$ cat config.mk
export PLATFORM = sky130hd
export DESIGN_NAME = conv_cfg_loader
export DESIGN_NICKNAME = d
export VERILOG_FILES = /design/src/rtl/conv_cfg_loader.sv
export SDC_FILE = /design/constraint.sdc
export NUM_CORES = 1
export LEC_CHECK = 0
export ABC_AREA = 1
export BUFFER_PORTS_ARGS = -buffer_cell sky130_fd_sc_hd__buf_2
export CAP_MARGIN = 10
export CORE_ASPECT_RATIO = 0.9
export CORE_MARGIN = 10
export CORE_UTILIZATION = 59
export CTS_CLUSTER_DIAMETER = 50
export DETAILED_ROUTE_END_ITERATION = 10
export PLACE_DENSITY = 0.83
export SYNTH_ARGS = -nofsm -noshare
export SYNTH_HDL_FRONTEND = slang
export SYNTH_SLANG_ARGS = --single-unit
export TNS_END_PERCENT = 50
$ cat constraint.sdc
create_clock -name clk_i -period 2.54 [get_ports clk_i]
set_input_delay 0.127 -clock clk_i [delete_from_list [all_inputs] [get_ports clk_i]]
set_output_delay 0.127 -clock clk_i [all_outputs]
set_load 0.005 [all_outputs]
$ cat src/rtl/conv_cfg_loader.sv
// Streams a parameter image into the conv1d weight/bias banks, reads every
// location back and compares a read-back checksum against the write checksum.
module conv_cfg_loader #(
  parameter int  COLUMN_LEN  = 2,
  parameter int  NUM_FILTERS = 8,
  parameter int  FILTER_LEN  = 3,
  parameter int  BIAS_BW     = 16,
  localparam int VECTOR_BW   = 8 * COLUMN_LEN,
  localparam int ADDR_BW     = $clog2(NUM_FILTERS),
  localparam int BANK_BW     = $clog2(FILTER_LEN + 1)
) (
  input  logic                 clk_i,
  input  logic                 rst_n_i,
  input  logic                 start_i,
  input  logic [VECTOR_BW-1:0] data_i,
  input  logic                 valid_i,
  input  logic                 last_i,
  output logic                 ready_o,
  output logic                 rd_en_o,
  output logic                 wr_en_o,
  output logic [BANK_BW-1:0]   rd_wr_bank_o,
  output logic [ADDR_BW-1:0]   rd_wr_addr_o,
  output logic [VECTOR_BW-1:0] wr_data_o,
  input  logic [VECTOR_BW-1:0] rd_data_i,
  output logic                 busy_o,
  output logic                 done_o,
  output logic [1:0]           err_o
);

  localparam logic [BANK_BW-1:0]   BIAS_BANK = BANK_BW'(FILTER_LEN);
  localparam logic [ADDR_BW-1:0]   LAST_ADDR = ADDR_BW'(NUM_FILTERS - 1);
  localparam int                   MASK_BW   = (BIAS_BW < VECTOR_BW) ? BIAS_BW : VECTOR_BW;
  localparam logic [VECTOR_BW-1:0] BIAS_MASK = {VECTOR_BW{1'b1}} >> (VECTOR_BW - MASK_BW);

  localparam logic [1:0] ERR_OK    = 2'd0;
  localparam logic [1:0] ERR_SHORT = 2'd1;
  localparam logic [1:0] ERR_LONG  = 2'd2;
  localparam logic [1:0] ERR_SUM   = 2'd3;

  typedef enum logic [2:0] {
    S_IDLE   = 3'd0,
    S_LOAD   = 3'd1,
    S_VERIFY = 3'd2,
    S_DRAIN  = 3'd3,
    S_DONE   = 3'd4
  } state_t;

  state_t               state_q;
  logic [BANK_BW-1:0]   bank_q;
  logic [ADDR_BW-1:0]   addr_q;
  logic [VECTOR_BW-1:0] wsum_q;
  logic [VECTOR_BW-1:0] rsum_q;
  logic                 final_q;
  logic [1:0]           err_pend_q;
  logic                 rd_pend_q;
  logic [BANK_BW-1:0]   rd_bank_pend_q;
  logic                 wr_en_q;
  logic                 rd_en_q;
  logic [BANK_BW-1:0]   rd_wr_bank_q;
  logic [ADDR_BW-1:0]   rd_wr_addr_q;
  logic [VECTOR_BW-1:0] wr_data_q;
  logic                 done_q;
  logic [1:0]           err_q;

  logic                 at_end_d;
  logic [BANK_BW-1:0]   bank_nx_d;
  logic [ADDR_BW-1:0]   addr_nx_d;
  logic [VECTOR_BW-1:0] wsum_d;
  logic [VECTOR_BW-1:0] rsum_d;

  // Bias words only contribute their significant low bits to either checksum.
  function automatic logic [VECTOR_BW-1:0] sum_term(input logic [VECTOR_BW-1:0] word,
                                                    input logic [BANK_BW-1:0]   bank);
    if (bank == BIAS_BANK) begin
      sum_term = word & BIAS_MASK;
    end else begin
      sum_term = word;
    end
  endfunction

  // Bank-major address walk and checksum next values.
  always_comb begin
    at_end_d  = (bank_q == BIAS_BANK) && (addr_q == LAST_ADDR);
    addr_nx_d = addr_q + ADDR_BW'(1);
    bank_nx_d = bank_q;
    if (addr_q == LAST_ADDR) begin
      addr_nx_d = ADDR_BW'(0);
      bank_nx_d = bank_q + BANK_BW'(1);
    end else begin
      bank_nx_d = bank_q;
    end
    wsum_d = wsum_q + sum_term(data_i, bank_q);
    if (rd_pend_q) begin
      rsum_d = rsum_q + sum_term(rd_data_i, rd_bank_pend_q);
    end else begin
      rsum_d = rsum_q;
    end
  end

  // Control FSM with registered config strobes, bus and status.
  always_ff @(posedge clk_i or negedge rst_n_i) begin
    if (!rst_n_i) begin
      state_q        <= S_IDLE;
      bank_q         <= BANK_BW'(0);
      addr_q         <= ADDR_BW'(0);
      wsum_q         <= VECTOR_BW'(0);
      rsum_q         <= VECTOR_BW'(0);
      final_q        <= 1'b0;
      err_pend_q     <= ERR_OK;
      rd_pend_q      <= 1'b0;
      rd_bank_pend_q <= BANK_BW'(0);
      wr_en_q        <= 1'b0;
      rd_en_q        <= 1'b0;
      rd_wr_bank_q   <= BANK_BW'(0);
      rd_wr_addr_q   <= ADDR_BW'(0);
      wr_data_q      <= VECTOR_BW'(0);
      done_q         <= 1'b0;
      err_q          <= ERR_OK;
    end else begin
      wr_en_q        <= 1'b0;
      rd_en_q        <= 1'b0;
      rd_wr_bank_q   <= BANK_BW'(0);
      rd_wr_addr_q   <= ADDR_BW'(0);
      wr_data_q      <= VECTOR_BW'(0);
      rd_pend_q      <= rd_en_q;
      rd_bank_pend_q <= rd_wr_bank_q;
      rsum_q         <= rsum_d;
      case (state_q)
        S_IDLE, S_DONE: begin
          if (start_i) begin
            state_q    <= S_LOAD;
            bank_q     <= BANK_BW'(0);
            addr_q     <= ADDR_BW'(0);
            wsum_q     <= VECTOR_BW'(0);
            rsum_q     <= VECTOR_BW'(0);
            final_q    <= 1'b0;
            err_pend_q <= ERR_OK;
            done_q     <= 1'b0;
            err_q      <= ERR_OK;
          end else begin
            state_q <= state_q;
          end
        end
        S_LOAD: begin
          if (final_q) begin
            final_q <= 1'b0;
            bank_q  <= BANK_BW'(0);
            addr_q  <= ADDR_BW'(0);
            if (err_pend_q == ERR_OK) begin
              // First read goes out together with the move into VERIFY.
              state_q <= S_VERIFY;
              rd_en_q <= 1'b1;
            end else begin
              state_q <= S_DONE;
              done_q  <= 1'b1;
              err_q   <= err_pend_q;
            end
          end else if (valid_i) begin
            wr_en_q      <= 1'b1;
            rd_wr_bank_q <= bank_q;
            rd_wr_addr_q <= addr_q;
            wr_data_q    <= data_i;
            wsum_q       <= wsum_d;
            if (at_end_d) begin
              final_q    <= 1'b1;
              err_pend_q <= last_i ? ERR_OK : ERR_LONG;
            end else if (last_i) begin
              final_q    <= 1'b1;
              err_pend_q <= ERR_SHORT;
            end else begin
              bank_q <= bank_nx_d;
              addr_q <= addr_nx_d;
            end
          end else begin
            final_q <= 1'b0;
          end
        end
        S_VERIFY: begin
          if (at_end_d) begin
            state_q <= S_DRAIN;
          end else begin
            rd_en_q      <= 1'b1;
            rd_wr_bank_q <= bank_nx_d;
            rd_wr_addr_q <= addr_nx_d;
            bank_q       <= bank_nx_d;
            addr_q       <= addr_nx_d;
          end
        end
        S_DRAIN: begin
          state_q <= S_DONE;
          done_q  <= 1'b1;
          err_q   <= (rsum_d != wsum_q) ? ERR_SUM : ERR_OK;
        end
        default: begin
          state_q <= S_IDLE;
        end
      endcase
    end
  end

  assign ready_o      = (state_q == S_LOAD) && !final_q;
  assign busy_o       = (state_q == S_LOAD) || (state_q == S_VERIFY) || (state_q == S_DRAIN);
  assign wr_en_o      = wr_en_q;
  assign rd_en_o      = rd_en_q;
  assign rd_wr_bank_o = rd_wr_bank_q;
  assign rd_wr_addr_o = rd_wr_addr_q;
  assign wr_data_o    = wr_data_q;
  assign done_o       = done_q;
  assign err_o        = err_q;

endmodule

# [Word level (Yosys, flattened, before mapping)]
# Cells that the tools add are included.
[classes] n_mux=66 reduce_logical=17 add_sub_neg=4 eq_ne=18
[op_table] operator="two-way mux 16 bit" count=10
[op_table] operator="two-way mux 3 bit" count=14
[op_table] operator="two-way mux 2 bit" count=18
[op_table] operator="adder 16 bit" count=2
[op_table] operator="case mux 16 bit (2 select lines)" count=1
[op_table] operator="!= test 16 bit" count=1
[op_table] operator="!= test 2 bit (second input constant)" count=7
[op_table] operator="two-way mux 1 bit" count=13
[op_table] operator="!= test 3 bit (second input constant)" count=4
[op_table] operator="case mux 2 bit (3 select lines)" count=2
[op_table] operator="case mux 3 bit (4 select lines)" count=1
[op_table] operator="case mux 3 bit (3 select lines)" count=1
[op_table] operator="case mux 2 bit (2 select lines)" count=2
[op_table] operator="AND reduction 4 bit" count=2
[op_table] operator="== test 3 x 2 -> 1 bit (second input constant)" count=2
[op_table] operator="== test 3 bit (second input constant)" count=2
[op_table] operator="case mux 3 bit (2 select lines)" count=1
[op_table] operator="AND reduction 6 bit" count=1
[op_table] operator="nonzero test 3 bit" count=2
[op_table] operator="AND reduction 5 bit" count=1
[op_table] operator="case mux 1 bit (2 select lines)" count=2
[op_table] operator="adder 3 x 1 -> 3 bit (second input constant)" count=1
[op_table] operator="== test 3 x 1 -> 1 bit (second input constant)" count=1
[op_table] operator="logical NOT 3 bit" count=1
[op_table] operator="other kinds (11)" count=13
[totals] regBits=70 out_inout_bits=28 word_cells=120 inputBits=37

# [Depth between registers and ports, before layout]
[depth] word_depth=7 mapped_depth=20 depth_no_buf=20

# [Worst setup path after synthesis]
# OpenSTA, ideal clock, no wires.
[synth_timing] path_type="reg2reg" startpoint="register rsum_q[0]" endpoint="register err_q[0] (netlist: err_o[0])" path_buffers=0 period_less_slack_ps=2098 arrival_time_ps=1975 stages_incl_launch_ff=20 setup_ps=122 t_required_ps=2418 setup_slack_ps=442 cell_sequence="dfrtp_1 > ha_1 > inv_1 > fa_1 > inv_1 > nand2_1 > nand2_2 > nand3_2 > nand2_2 > nand2_1 > nand3_2 > nand3b_1 > nand2_1 > nand2_1 > nor2_1 > nand2_1 > nor2_1 > nand3_1 > nand2_1 > a21oi_1"
[synth_via] elab_chain_len=5
[synth_rtl] item="from (decl)" line_no="52" source="logic [VECTOR_BW-1:0] rsum_q;"
[synth_rtl] item="from (signal assigned)" line_no="127" source="rsum_q <= rsum_d;"
[synth_rtl] item="adder 16 bit" line_no="94" source="rsum_d = rsum_q + sum_term(rd_data_i, rd_bank_pend_q);"
[synth_rtl] item="two-way mux 16 bit *" line_no="93" source="if (rd_pend_q) begin"
[synth_rtl] item="!= test 16 bit *" line_no="192" source="err_q <= (rsum_d != wsum_q) ? ERR_SUM : ERR_OK;"
[synth_rtl] item="two-way mux 2 bit *" line_no="192"
[synth_rtl] item="case mux 2 bit (3 select lines) *" line_no="128" source="case (state_q)"
[synth_rtl] item="to (signal assigned)" line_no="156" source="err_q <= err_pend_q;"
[synth_rtl] item="to (signal assigned)" line_no="192"
[synth_rtl] item="to (decl)" line_no="63" source="logic [1:0] err_q;"
# Mark *: on every way between the ends. The rest lies on a longest branch, timed or not.
# A chain may end at the register's enable or synchronous reset.

# [Final worst setup path]
# Same ends and word-level chain as after synthesis.

==> reports/metrics.cfg <==
[status]
outcome=complete, no violations

[worst_setup_path]
cp.required_ns=2.79
reg2reg_slack_ns=0.11
critPathKind=reg -> reg
startpoint_type=flip-flop
timing.rr.start=rsum_q[0]
critPathCaptureType=flip-flop
cp_max_fo=3
cp_slowest_cell=dfrtp_1
rr_worst_depth=19
critical_path_arrival_ns=2.68
critPathLaunch=rsum_q[0]
crit_path_end=err_o[0]
slowest_delay_ns=0.36
cpMostUsedCell=nand2_1
r2r_end=err_o[0]
cp_cell_sequence=ha_2 -> inv_1 -> fa_2 -> inv_2 -> nand2_1 -> nand2_2 -> nand3_2 -> nand2_2 -> a21oi_2 -> inv_1 -> nand2_1 -> nand2_1 -> nand2_1 -> nand3_1 -> nand2_1 -> nor2_1 -> nand3_1 -> nand2_2 -> a21oi_1

[synth]
synth_fp_nets=772
synth_fa_ha_area_frac=0.0902
synth_edf_count=0
yosys.area_share.simple=0.336
synth_xor_area_frac=0.00523
yosysWarnings=0
synth_seq_cells=70
synth_top_family_by_area=simple AND/OR/NAND/NOR gates
synth-compound-area-share=0.111
synth.distinct_cells=46
synthCells=700
synthesis.area_um2=5020
synthMuxAreaShare=0.00224
synthArstFlopShare=1.00
syn_avg_cell_area_um2=7.17
synth_ff_type=dfrtp_1
yosysSeqAreaShare=0.349

[cells_and_area]
regArea_um2=1750
drive_gt1_frac=0.204
fin_util=0.714
multiInputGateArea_um2=2830
nets=858
antenna_cells=0
syn_to_final_growth_pct=16.3
num-fill-cells=672
fin_cells=906

[route]
via_per_inst=5.40
firstDrtPassIters=5
antenna_left=0
routed_wirelength_um=13200
vias=4892
drtIter0Drc=361
wire_per_inst_um=14.5
drc=0

[placement]
io_buffers=64
place.gp.congestion=0.974
dpl.hpwl_um=10200
placed_cells=874

[cts]
cts_root_buf=clkbuf_8
clock_latency_ns=0.36
clock_path_buffers=2
cts_tree=yes
htree_levels=3
clk_pin_slew_worst_paths_ns=0.08
cts_buffers=9
cts_sinks=70

[sta]
worst_pin_slew_ns=0.525
fmax_mhz=411
hold_ws_ns=0.00168
skew_ns=0.00692
slew-limit-headroom=0.650
period_needed_ns=2.43
rsz0062_at_grt=yes
setup_violations=0
finalMaxSlewViolations=0
fin_crit_sh=0.959
hold_viol=0
tns_ns=0

[floorplan]
die_height_um=108
coreArea_um2=8180
dieArea_um2=12600
initial_utilization=0.614
die_w_um=117
ios=65
core.rowCount=31

[power_and_ir_drop]
ir_drop_mv=0.637
p_leak_nw=3.28
power_density_nw_per_um2=1050

[global_route]
grt_overflow=0
antenna_found_initial=0
grt_usage=0.213
grt_max_degree=37
grt_pass1_wl_um=21900
grt_pass1_vias=4846

[worst_hold_path]
holdPathStages=3
hold_class=in -> reg

[job]
maxCapViolations=0

[how the worst min path moves through the flow]
stage	from	endpoint	slack, ns
global route	data_i[10]	wr_data_o[10]	0.01
global placement	rst_n_i	rsum_q[15]	0.06
floorplan	rst_n_i	addr_q[0]	-0.17
finish	data_i[10]	wr_data_o[10]	0.002
detailed placement	rst_n_i	rsum_q[11]	0.06
CTS	data_i[8]	wr_data_o[8]	0.003
[power by group]
part | leakage [nW] | internal, mW | switching, mW
clock | 0.0820 | 0.350 | 0.436
sequential | 0.940 | 1.44 | 0.271
combinational | 2.26 | 1.33 | 2.30
[final cells by class]
type                    count  area share
repair buffers             85      0.0874
clock buffers              10      0.0218
multi-input cells         502       0.484
clock inverters             6     0.00664
flip-flops and latches     70       0.300
inverters                 118      0.0762
well taps                 115      0.0246
[per-layer routing]
metal  vias to the layer above  routed length, um  track usage
met1                      2280               5450        0.260
met2                       170               6590        0.370
met4                         0                212       0.0547
li1                       2416                  -            -
met5                         -                  0            0
met3                        26                910       0.0457
[kinds of logic after synthesis]
family	after synthesis
and+or+nand+nor	367
buffers and inverters	128
AOI/OAI and AO/OA	96
xor gates and xnor gates	3
muxes	1
DFF	70
adders and majority gates	35
[flip-flops by register name, indices dropped and copies added, names as in the netlist]
name	cells
addr_q	3
bank_q	2
done_o	1
err_o	2
err_pend_q	2
final_q	1
rd_en_o	1
rd_pend_q	1
rd_wr_addr_o	3
rd_wr_bank_o	2
rsum_q	16
state_q	3
wr_data_o	16
wr_en_o	1
wsum_q	16
[Yosys cell counts, types with 2 or more instances]
master     number  area share
a21oi_1        41       0.041
a21oi_2         2      0.0035
and2_1          2      0.0025
buf_2           3      0.0030
buf_6           2      0.0045
clkbuf_8        3      0.0082
dfrtp_1        70        0.35
fa_1            2      0.0080
ha_1           33       0.082
inv_1         112       0.084
inv_2           5      0.0037
nand2_1       172        0.13
nand2_2        13       0.016
nand3_1        72       0.072
nand3_2         8       0.016
nand3b_1        5      0.0075
nand4_1         4      0.0050
nor2_1         64       0.048
nor2_2          2      0.0025
nor2_4          3      0.0067
nor3_1          4      0.0040
o2111ai_1       2      0.0035
o21ai_0        30       0.030
o21ai_2         2      0.0035
o21bai_1        2      0.0030
o22ai_1         5      0.0062
o31ai_1         5      0.0075
or2_1           2      0.0025
or2_2          12       0.015
xor2_1          2      0.0035
[critical path: cells and delay by family (launching register included)]
family	cells	cell delay [ns]
AOI/OAI and AO/OA	2	0.12
adders and majority gates	2	0.56
buffers and inverters	3	0.17
DFF	1	0.36
and+or+nand+nor	12	1.13
[per-stage QoR]
step                setup WS, ns  area [um^2]  power, mW
floorplan                  0.442         5020       4.28
detailed placement         0.130         5430       5.12
CTS                        0.116         5730       5.93
global route             -0.0657         5840       6.67
finish                     0.105         5840       6.12
global placement           0.246         5430       4.96
[layout by cell type, fill, tap and decap left out, drive strengths merged, types with 15 or more instances in the layout]
cell type,netlist,final
nor2,70,70
dfrtp,70,70
o21ai,33,33
ha,33,33
or2,15,15
nand3,80,80
inv,118,118
buf,7,72
a21oi,44,44
nand2,186,186
[timing repair]
item	in CTS	in global routing
setup buffers	0	3
resized for setup	0	23
endpoints found under the hold margin	26	0
hold buffers	13	0
setup endpoints to repair	0	5
No activity file was read; power rests on OpenSTA's default activity.
